[config.mk]
export PLATFORM = sky130hd
export DESIGN_NAME = fp_divider_seq
export DESIGN_NICKNAME = d
export VERILOG_FILES = /design/src/rtl/fp_divider_seq.sv
export SDC_FILE = /design/constraint.sdc
export NUM_CORES = 1
export LEC_CHECK = 0
export ABC_AREA = 1
export CAP_MARGIN = 20
export CELL_PAD_IN_SITES_DETAIL_PLACEMENT = 2
export CELL_PAD_IN_SITES_GLOBAL_PLACEMENT = 2
export CORE_ASPECT_RATIO = 0.9
export CORE_MARGIN = 1
export CORE_UTILIZATION = 37
export CTS_BUF_LIST = sky130_fd_sc_hd__clkbuf_8
export CTS_CLUSTER_DIAMETER = 200
export DETAILED_ROUTE_END_ITERATION = 16
export HOLD_SLACK_MARGIN = 0.03
export PLACE_DENSITY_LB_ADDON = 0.25
export SLEW_MARGIN = 5
export SYNTH_ARGS = -nofsm -noshare
export SYNTH_HDL_FRONTEND = slang
export SYNTH_SLANG_ARGS = --single-unit
[constraint.sdc]
create_clock -name clk -period 12.5 [get_ports clk]
set_input_delay 1.875 -clock clk [delete_from_list [all_inputs] [get_ports clk]]
set_output_delay 1.875 -clock clk [all_outputs]
set_load 0.01 [all_outputs]
[src/rtl/fp_divider_seq.sv]
// ============================================================================
//  Module   : fp_divider_seq
//  Purpose  : Sequential IEEE-754 binary32 divider. Restoring radix-2
//             significand division, one quotient bit per clock, with
//             special-operand handling and flush-to-zero on underflow.
//  Ports    : clk, rst_n (async, active-low)
//             in_valid / in_ready        - operand handshake (a_bits, b_bits)
//             out_valid / out_ready      - result handshake (out_bits,
//                                          except_flags)
//  Options  : FP_DIV_ROUND_NEAREST_EN defined   -> round to nearest even
//             FP_DIV_ROUND_NEAREST_EN undefined -> truncate (toward zero)
//  Flags    : except_flags bit positions given by F_INVALID,
//             F_DIVIDE_BY_ZERO, F_OVERFLOW, F_UNDERFLOW, F_INEXACT
//  Revision : 1.0  initial release
// ============================================================================
`default_nettype none

`ifndef F_INVALID
`define F_INVALID        4
`endif
`ifndef F_DIVIDE_BY_ZERO
`define F_DIVIDE_BY_ZERO 3
`endif
`ifndef F_OVERFLOW
`define F_OVERFLOW       2
`endif
`ifndef F_UNDERFLOW
`define F_UNDERFLOW      1
`endif
`ifndef F_INEXACT
`define F_INEXACT        0
`endif

module fp_divider_seq #(
   parameter int EXP  = 8,
   parameter int FRAC = 23,
   parameter int BIAS = 127
) (
   input  logic              clk,
   input  logic              rst_n,
   input  logic              in_valid,
   output logic              in_ready,
   input  logic [EXP+FRAC:0] a_bits,
   input  logic [EXP+FRAC:0] b_bits,
   output logic              out_valid,
   input  logic              out_ready,
   output logic [EXP+FRAC:0] out_bits,
   output logic [4:0]        except_flags
);

   localparam int W  = EXP + FRAC + 1;   // word width
   localparam int SW = FRAC + 1;         // significand width incl. hidden bit
   localparam int QW = FRAC + 3;         // quotient: significand + guard + round
   localparam int RW = SW + 1;           // partial remainder (< 2 * divisor)
   localparam int EW = EXP + 3;          // signed working exponent

   localparam logic [4:0]           LAST_IT = 5'(QW - 1);
   localparam logic signed [EW-1:0] E_TOP   = EW'((1 << EXP) - 1);
   localparam logic signed [EW-1:0] E_ZERO  = '0;
   localparam logic [W-1:0]         QNAN    = {1'b0, {EXP{1'b1}}, 1'b1, {(FRAC-1){1'b0}}};

   typedef enum logic [2:0] {
      IDLE  = 3'd0,
      PREP  = 3'd1,
      DIV   = 3'd2,
      ROUND = 3'd3,
      DONE  = 3'd4
   } state_t;

   state_t state, state_nxt;

   logic [W-1:0]           a_reg, b_reg;
   logic                   sign_reg;
   logic signed [EW-1:0]   exp_reg;
   logic [SW-1:0]          div_reg;
   logic [RW-1:0]          rem_reg;
   logic [QW-1:0]          quo_reg;
   logic [4:0]             cnt;
   logic                   special_reg;
   logic [W-1:0]           spec_bits_reg;
   logic [4:0]             spec_flags_reg;

   // ---------------------------------------------------------------------
   // Helpers: leading-zero count and subnormal normalisation
   // ---------------------------------------------------------------------
   function automatic logic [EW-1:0] lzc(input logic [SW-1:0] v);
      logic [EW-1:0] n;
      n = EW'(SW);
      // Ascending scan: the highest set bit is the last to overwrite n.
      for (int i = 0; i < SW; i++) begin
         if (v[i]) n = EW'(SW - 1 - i);
      end
      return n;
   endfunction

   function automatic logic [SW-1:0] norm_sig(input logic [EXP-1:0] e, input logic [FRAC-1:0] f);
      logic [SW-1:0] s;
      if (e == '0) begin
         s = {1'b0, f};
         s = s << lzc(s);
      end else begin
         s = {1'b1, f};
      end
      return s;
   endfunction

   // Subnormals behave as exponent 1, minus the shift applied to the fraction.
   function automatic logic signed [EW-1:0] norm_exp(input logic [EXP-1:0] e, input logic [FRAC-1:0] f);
      logic signed [EW-1:0] x;
      if (e == '0) x = EW'(1) - lzc({1'b0, f});
      else         x = {{(EW-EXP){1'b0}}, e};
      return x;
   endfunction

   // ---------------------------------------------------------------------
   // Operand classification (from registered operands)
   // ---------------------------------------------------------------------
   logic [EXP-1:0]  a_exp, b_exp;
   logic [FRAC-1:0] a_frac, b_frac;
   logic            a_nan, b_nan, a_snan, b_snan, a_inf, b_inf, a_zero, b_zero;
   logic            res_sign;

   assign a_exp    = a_reg[W-2:FRAC];
   assign b_exp    = b_reg[W-2:FRAC];
   assign a_frac   = a_reg[FRAC-1:0];
   assign b_frac   = b_reg[FRAC-1:0];
   assign res_sign = a_reg[W-1] ^ b_reg[W-1];

   assign a_nan  = (&a_exp) && (a_frac != '0);
   assign b_nan  = (&b_exp) && (b_frac != '0);
   assign a_snan = a_nan && !a_frac[FRAC-1];
   assign b_snan = b_nan && !b_frac[FRAC-1];
   assign a_inf  = (&a_exp) && (a_frac == '0);
   assign b_inf  = (&b_exp) && (b_frac == '0);
   assign a_zero = (a_exp == '0) && (a_frac == '0);
   assign b_zero = (b_exp == '0) && (b_frac == '0);

   logic           is_special;
   logic [W-1:0]   sp_bits;
   logic [4:0]     sp_flags;

   always_comb begin
      is_special = 1'b1;
      sp_bits    = QNAN;
      sp_flags   = '0;
      if (a_nan || b_nan) begin
         sp_flags[`F_INVALID] = a_snan || b_snan;
      end else if ((a_zero && b_zero) || (a_inf && b_inf)) begin
         sp_flags[`F_INVALID] = 1'b1;
      end else if (a_inf) begin
         sp_bits = {res_sign, {EXP{1'b1}}, {FRAC{1'b0}}};
      end else if (b_zero) begin
         sp_bits                     = {res_sign, {EXP{1'b1}}, {FRAC{1'b0}}};
         sp_flags[`F_DIVIDE_BY_ZERO] = 1'b1;
      end else if (b_inf || a_zero) begin
         sp_bits = {res_sign, {(W-1){1'b0}}};
      end else begin
         is_special = 1'b0;
      end
   end

   logic [SW-1:0]        sig_a, sig_b;
   logic signed [EW-1:0] exp_diff;

   always_comb begin
      sig_a    = norm_sig(a_exp, a_frac);
      sig_b    = norm_sig(b_exp, b_frac);
      exp_diff = norm_exp(a_exp, a_frac) - norm_exp(b_exp, b_frac) + EW'(BIAS);
   end

   // ---------------------------------------------------------------------
   // Division step
   // ---------------------------------------------------------------------
   logic          rem_ge;
   logic [RW-1:0] rem_diff;

   assign rem_ge   = rem_reg >= {1'b0, div_reg};
   assign rem_diff = rem_reg - {1'b0, div_reg};

   // ---------------------------------------------------------------------
   // Normalise / round / range check
   // ---------------------------------------------------------------------
   logic [SW-1:0]        mant_sel;
   logic                 g_bit, r_bit, s_bit, inc;
   logic [SW:0]          sum;
   logic [FRAC-1:0]      frac_fin;
   logic signed [EW-1:0] e_adj, e_fin;
   logic [W-1:0]         rnd_bits;
   logic [4:0]           rnd_flags;

   always_comb begin
      // Quotient lies in (0.5, 2); a clear top bit needs one left shift.
      // The bit shifted into the round position is 0; any lost weight is
      // still represented by the non-zero remainder (sticky).
      if (quo_reg[QW-1]) begin
         mant_sel = quo_reg[QW-1:2];
         g_bit    = quo_reg[1];
         r_bit    = quo_reg[0];
         e_adj    = exp_reg;
      end else begin
         mant_sel = quo_reg[QW-2:1];
         g_bit    = quo_reg[0];
         r_bit    = 1'b0;
         e_adj    = exp_reg - EW'(1);
      end
      s_bit = rem_reg != '0;

`ifdef FP_DIV_ROUND_NEAREST_EN
      inc = g_bit && (r_bit || s_bit || mant_sel[0]);
`else
      inc = 1'b0;
`endif

      sum = {1'b0, mant_sel} + {{SW{1'b0}}, inc};
      if (sum[SW]) begin
         frac_fin = sum[FRAC:1];
         e_fin    = e_adj + EW'(1);
      end else begin
         frac_fin = sum[FRAC-1:0];
         e_fin    = e_adj;
      end

      rnd_flags = '0;
      if (e_fin >= E_TOP) begin
         rnd_bits                = {sign_reg, {EXP{1'b1}}, {FRAC{1'b0}}};
         rnd_flags[`F_OVERFLOW]  = 1'b1;
         rnd_flags[`F_INEXACT]   = 1'b1;
      end else if (e_fin <= E_ZERO) begin
         rnd_bits                = {sign_reg, {(W-1){1'b0}}};
         rnd_flags[`F_UNDERFLOW] = 1'b1;
         rnd_flags[`F_INEXACT]   = 1'b1;
      end else begin
         rnd_bits              = {sign_reg, e_fin[EXP-1:0], frac_fin};
         rnd_flags[`F_INEXACT] = g_bit || r_bit || s_bit;
      end
   end

   // ---------------------------------------------------------------------
   // FSM
   // ---------------------------------------------------------------------
   always_ff @(posedge clk or negedge rst_n) begin
      if (!rst_n) state <= IDLE;
      else        state <= state_nxt;
   end

   // Special results take one pass through ROUND so every result is
   // loaded into the output register at the same point.
   always_comb begin
      state_nxt = state;
      in_ready  = 1'b0;
      out_valid = 1'b0;
      case (state)
         IDLE: begin
            in_ready = 1'b1;
            if (in_valid) state_nxt = PREP;
         end
         PREP:  state_nxt = is_special ? ROUND : DIV;
         DIV:   if (cnt == LAST_IT) state_nxt = ROUND;
         ROUND: state_nxt = DONE;
         DONE: begin
            out_valid = 1'b1;
            if (out_ready) state_nxt = IDLE;
         end
         default: state_nxt = IDLE;
      endcase
   end

   // ---------------------------------------------------------------------
   // Datapath registers
   // ---------------------------------------------------------------------
   always_ff @(posedge clk or negedge rst_n) begin
      if (!rst_n) begin
         a_reg          <= '0;
         b_reg          <= '0;
         sign_reg       <= 1'b0;
         exp_reg        <= '0;
         div_reg        <= '0;
         rem_reg        <= '0;
         quo_reg        <= '0;
         cnt            <= '0;
         special_reg    <= 1'b0;
         spec_bits_reg  <= '0;
         spec_flags_reg <= '0;
         out_bits       <= '0;
         except_flags   <= '0;
      end else begin
         case (state)
            IDLE: begin
               if (in_valid) begin
                  a_reg <= a_bits;
                  b_reg <= b_bits;
               end
            end
            PREP: begin
               sign_reg       <= res_sign;
               exp_reg        <= exp_diff;
               div_reg        <= sig_b;
               rem_reg        <= {1'b0, sig_a};
               quo_reg        <= '0;
               cnt            <= '0;
               special_reg    <= is_special;
               spec_bits_reg  <= sp_bits;
               spec_flags_reg <= sp_flags;
            end
            DIV: begin
               if (rem_ge) begin
                  rem_reg <= rem_diff << 1;
                  quo_reg <= {quo_reg[QW-2:0], 1'b1};
               end else begin
                  rem_reg <= rem_reg << 1;
                  quo_reg <= {quo_reg[QW-2:0], 1'b0};
               end
               cnt <= cnt + 5'd1;
            end
            ROUND: begin
               out_bits     <= special_reg ? spec_bits_reg  : rnd_bits;
               except_flags <= special_reg ? spec_flags_reg : rnd_flags;
            end
            default: ;
         endcase
      end
   end

endmodule

`default_nettype wire

# Word level (Yosys, flattened, before mapping)
# Index checks and enable logic that the tools add are counted.
# word_totals
regBits	231
inputBits	68
output_inout_bits	39
word_cells	159
# classes
addsub	7
order_cmp	3
n_eq_ne	8
shifts	2
mux	93
bitwise	1
n_reduce_logical	31
# op_table
cell	count
$mux W11	49
$mux W32	6
$mux W31	2
$pmux W26 S2	1
$pmux W25 S2	1
$mux W24	2
$shl A23 B11 Y24	2
$logic_not A23 Y1	2
$reduce_bool A23 Y1	2
$ge A25 B24 Y1	1
$mux W25	1
$reduce_bool A25 Y1	1
$sub A24 B24 Y24	1
$mux W23	1
$mux W1	22
$sub A1 B11 Y11 const A	2
$logic_not A8 Y1	2
$reduce_and A8 Y1	2
$pmux W3 S5	1
$add A11 B8 Y11 const B	1
$ge A11 B9 Y1 const B	1
$le A11 B1 Y1 const B	1
$sub A11 B11 Y11	1
$sub A11 B2 Y11 const B	1
other kinds (18)	39

# Logic depth before layout (Yosys ltp)
# logic_depth
depth_word	28
mapped_depth	40
depth_no_buf	39

# Worst setup path before layout
# No wires, ideal clock.
# synth_path
path_kind	reg-to-reg
from	register b_reg[0]
to	register exp_reg[10]
arrival_time_ns	3.909
t_required_ns	12.365
path_slack_ns	8.456
path_stages_with_launch	31
period_less_slack_ns	4.044
path_cell_list	dfrtp_1 -> nor2_1 -> inv_1 -> a311oi_1 -> o311ai_0 -> nand3_1 -> nand2_1 -> nand2_1 -> nand2_1 -> nand2_1 -> a21oi_2 -> inv_1 -> buf_2 -> ha_1 -> or2_2 -> a21oi_1 -> ha_1 -> ha_1 -> inv_1 -> nor2_1 -> nor2_1 -> o21ai_0 -> inv_1 -> nor2_1 -> nor2_1 -> o21bai_1 -> nand2_1 -> nand2_1 -> a21oi_1 -> xnor2_1 -> o21ai_0
# synth_via
elab_chain_len	28
# synth_rtl
element	line_no	rtl
start: declaration	72	logic [W-1:0] a_reg, b_reg;
start signal: assignment	291	b_reg <= b_bits;
$mux W4	91	if (v[i]) n = EW'(SW - 1 - i);
$mux W11 (22 in a row)	91	
$mux W11	110	if (e == '0) x = EW'(1) - lzc({1'b0, f});
$sub A1 B11 Y11	110	
$mux W11	110	
$sub A11 B11 Y11	168	exp_diff = norm_exp(a_exp, a_frac) - norm_exp(b_exp, b_frac) + EW'(BIAS);
$add A11 B8 Y11	168	
end signal: assignment	296	exp_reg <= exp_diff;
end: declaration	74	logic signed [EW-1:0] exp_reg;
# Every way passes these cells. The select of a mux whose other input is x is not followed.
# A chain may end at the register's enable or synchronous reset.

# Final worst setup path
# layout_path
from	register b_reg[0]
to	register exp_reg[9]
# The elaborated chain is that of the path after synthesis.

==> results.cfg <==
[logic_synthesis]
yosysWarnings = 0
synth_cell_types = 58
syn_inst = 1924
netlist_area_um2 = 13560
synth_edf_count = 0
synth_top_flop_cell = dfrtp_1
synth_top_area_cell = dfrtp_1
async_flop_share_pct = 100.0
yosys-top-cells-area = dfrtp_1 (37%), nand2_1 (13%), nand3_1 (7.2%)
ys_ff_latch = 202
seq_area_frac_synth_pct = 37.29
mappedNetlistNets = 2044
yosysMostFrequentCell = nand2_1
syn_avg_cell_area_um2 = 7.046
yosys.area.top_type_share_pct = 37.29
ys_top_cells_by_count = nand2_1 (474), dfrtp_1 (202), inv_1 (200), nand3_1 (196), a21oi_1 (178)

[floorplanning]
start_util_pct = 37.57
row_count = 66
ios = 107
die_y_um = 183.6
core_um2 = 36090
die_x_um = 203.8
dieArea_um2 = 37410

[power_and_ir_drop]
p_per_area_nw_per_um2 = 296.9
combPwrFrac_pct = 61.3
swShare_pct = 53.27
p_switching_mw = 2.495
ir_drop_uv = 115.5
p_total_mw = 4.684
p_clk_share_pct = 14.3
p_leak_nw = 7.401
power_frac_seq_pct = 24.3
p_int_mw = 2.189

[sta]
drv_slew = 0
post-route-worst-setup-slack_ns = 6.650
finalHoldViolCount = 0
setup_tns_ns = 0
fmax_mhz = 171.0
finalSetupViolCount = 0
rsz0062_at_grt = false
fin_crit_sh_pct = 46.80
slew_headroom_pct = 34.55
fin_skew_ns = 0.03057
fin_crit_ns = 5.850
tightest_slew_ns = 0.9818

[cts]
cts_setup_buffers = 0
post_cts_resized = 0
cts_hold_buf = 0
root_buffer = clkbuf_8
htree_levels = 2
clock_latency_ns = 0.58
cts-buffers-inserted = 39
cts_buffer_depth = 3
clock_sinks = 202
cts_tree = done
path_clk_slew_ns = 0.06

[route]
avgViaCountPerCell = 5.575
drc = 0
wire_per_inst_um = 21.72
drt_iter0_markers = 728
postRouteAntennaNets = 0
wl_um = 54440
num_vias = 13970
drtPass1Iterations = 4

[final_layout]
area_delta_synth_final_pct = 16.35
post-route-util_pct = 43.71
nets = 2123
layout-drive-gt1-share_pct = 6.256
antenna_cells = 0

[setup_path]
crit_type = reg -> reg
arrival_ns = 6.28
critPathLaunchType = flip-flop
worstPathMaxFanout = 23
required_ns = 12.93
critPathCaptureType = flip-flop

[placed_design]
pre_cts_ws_ns = 6.737
finalWeightedCongestion = 0.9227
io_buffer_count = 106
dp_hpwl_um = 40930

[grt]
grt_max_degree = 80
grt_pass1_wl_um = 86100
grt_pass1_vias = 15085
gr-total-overflow = 0
grt_usage_pct = 29.55
antenna_found_initial = 0

[outcome]
status = complete, no violations

[hold_path]
hp-class = reg -> reg

[flow_run]
drv_cap = 0
[area by class of cell]
cell class | count | area, µm²
sequential | 202 | 5055
tap | 476 | 595.6
multi-input combinational | 1424 | 7346
clock inverter | 24 | 165.2
fill | 4232 | 20310
clock buffer | 44 | 605.6
timing repair buffer | 127 | 1222
inverter | 209 | 784.5
[cells in the final DEF, fill, tap and decap left out, drive strengths merged, types with 3 or more instances in the layout]
| cell | synthesis | layout |
|---|---|---|
| buf | 21 | 21 |
| dfrtp | 202 | 202 |
| mux2 | 5 | 5 |
| clkdlybuf4s50 | 0 | 105 |
| o21bai | 6 | 6 |
| nor4 | 11 | 11 |
| o22ai | 39 | 39 |
| xor2 | 19 | 19 |
| o21ai | 116 | 116 |
| o221ai | 3 | 3 |
| a22oi | 10 | 10 |
| nand3 | 198 | 198 |
| ha | 50 | 50 |
| and2 | 4 | 4 |
| inv | 206 | 218 |
| nand4 | 18 | 18 |
| nor2 | 167 | 167 |
| a21oi | 181 | 181 |
| clkinv | 3 | 12 |
| nand2 | 489 | 489 |
| or2 | 3 | 3 |
| clkbuf | 68 | 45 |
| o31ai | 29 | 29 |
| xnor2 | 15 | 15 |
| o211ai | 14 | 14 |
| nor3 | 14 | 14 |
| a31oi | 9 | 9 |
| a21boi | 3 | 3 |
| o21a | 3 | 3 |
[critical path, stage by stage (launching register included)]
cell and delay [ns]:
dfrtp_1 0.49, nor2_1 0.14, inv_1 0.07, nor3_1 0.27
inv_1 0.09, a21oi_1 0.16, o21bai_1 0.08, nand2_1 0.50
inv_1 0.54, nor2_1 0.37, inv_1 0.11, nor2_1 0.28
ha_1 0.29, o21ai_0 0.26, ha_1 0.29, ha_1 0.37
inv_1 0.07, o31ai_1 0.32, and2_1 0.22, nor2_1 0.05
nor2_1 0.14, nor2_1 0.08, nor2_1 0.13, o21ai_0 0.11
nand2_1 0.09, xnor2_1 0.11, o21ai_0 0.08
[per-layer routing]
layer	global-route usage [%]	wire [µm]	up-vias	part of all wire, %
li1	-	-	6584	-
met1	40.64	25990	7032	48
met2	47.88	24930	286	46
met3	3.970	2024	68	3.7
met4	9.293	1499	0	2.8
met5	0	0	-	0
[logic make-up (layout without fill, tap and decap cells)]
family                     after synthesis  after routing  share of synthesized area [%]
and+or+nand+nor                        908            908                          28.45
AOI/OAI and AO/OA                      424            424                          18.02
buffers and inverters                  298            404                          8.639
DFF                                    202            202                          37.29
adders and majority gates               52             52                          4.910
xor gates and xnor gates                34             34                          2.197
muxes                                    6              6                         0.4891
[metrics by stage]
stage	cells	hold WS (ns)	area (µm²)
after floorplan	1924	0.4403	13560
after global placement	2438	0.4596	15000
after detailed placement	2438	0.4713	15000
after CTS	2506	0.4863	15770
after global routing	2506	0.5016	15770
final	2506	0.4798	15770
[power by group through the flow]
stage / sequential, mW / combinational (mW) / clock [mW]
final: 1.14 / 2.87 / 0.672
after global routing: 1.17 / 3.19 / 0.719
after CTS: 1.13 / 2.87 / 0.690
after detailed placement: 1.14 / 2.82 / 0
after global placement: 1.12 / 2.70 / 0
after floorplan: 1.06 / 1.96 / 0
[path summary, 6_finish.rpt]
path | from | end | slack, ns | depth (start not counted)
worst max register to register | b_reg[0]$_DFFE_PN0P_ | exp_reg[9]$_DFFE_PN0P_ | 6.65 | 26
worst min-delay path | out_bits[10]$_DFFE_PN0P_ | out_bits[10]$_DFFE_PN0P_ | 0.48 | 2
max in group asynchronous | rst_n | a_reg[15]$_DFFE_PN0P_ | 8.90 | 3
worst min register to register | out_bits[10]$_DFFE_PN0P_ | out_bits[10]$_DFFE_PN0P_ | 0.48 | 2
min in group asynchronous | rst_n | out_bits[30]$_DFFE_PN0P_ | 1.26 | 1
worst max-delay path | b_reg[0]$_DFFE_PN0P_ | exp_reg[9]$_DFFE_PN0P_ | 6.65 | 26
Note: power is estimated with default switching activity, not from simulation.
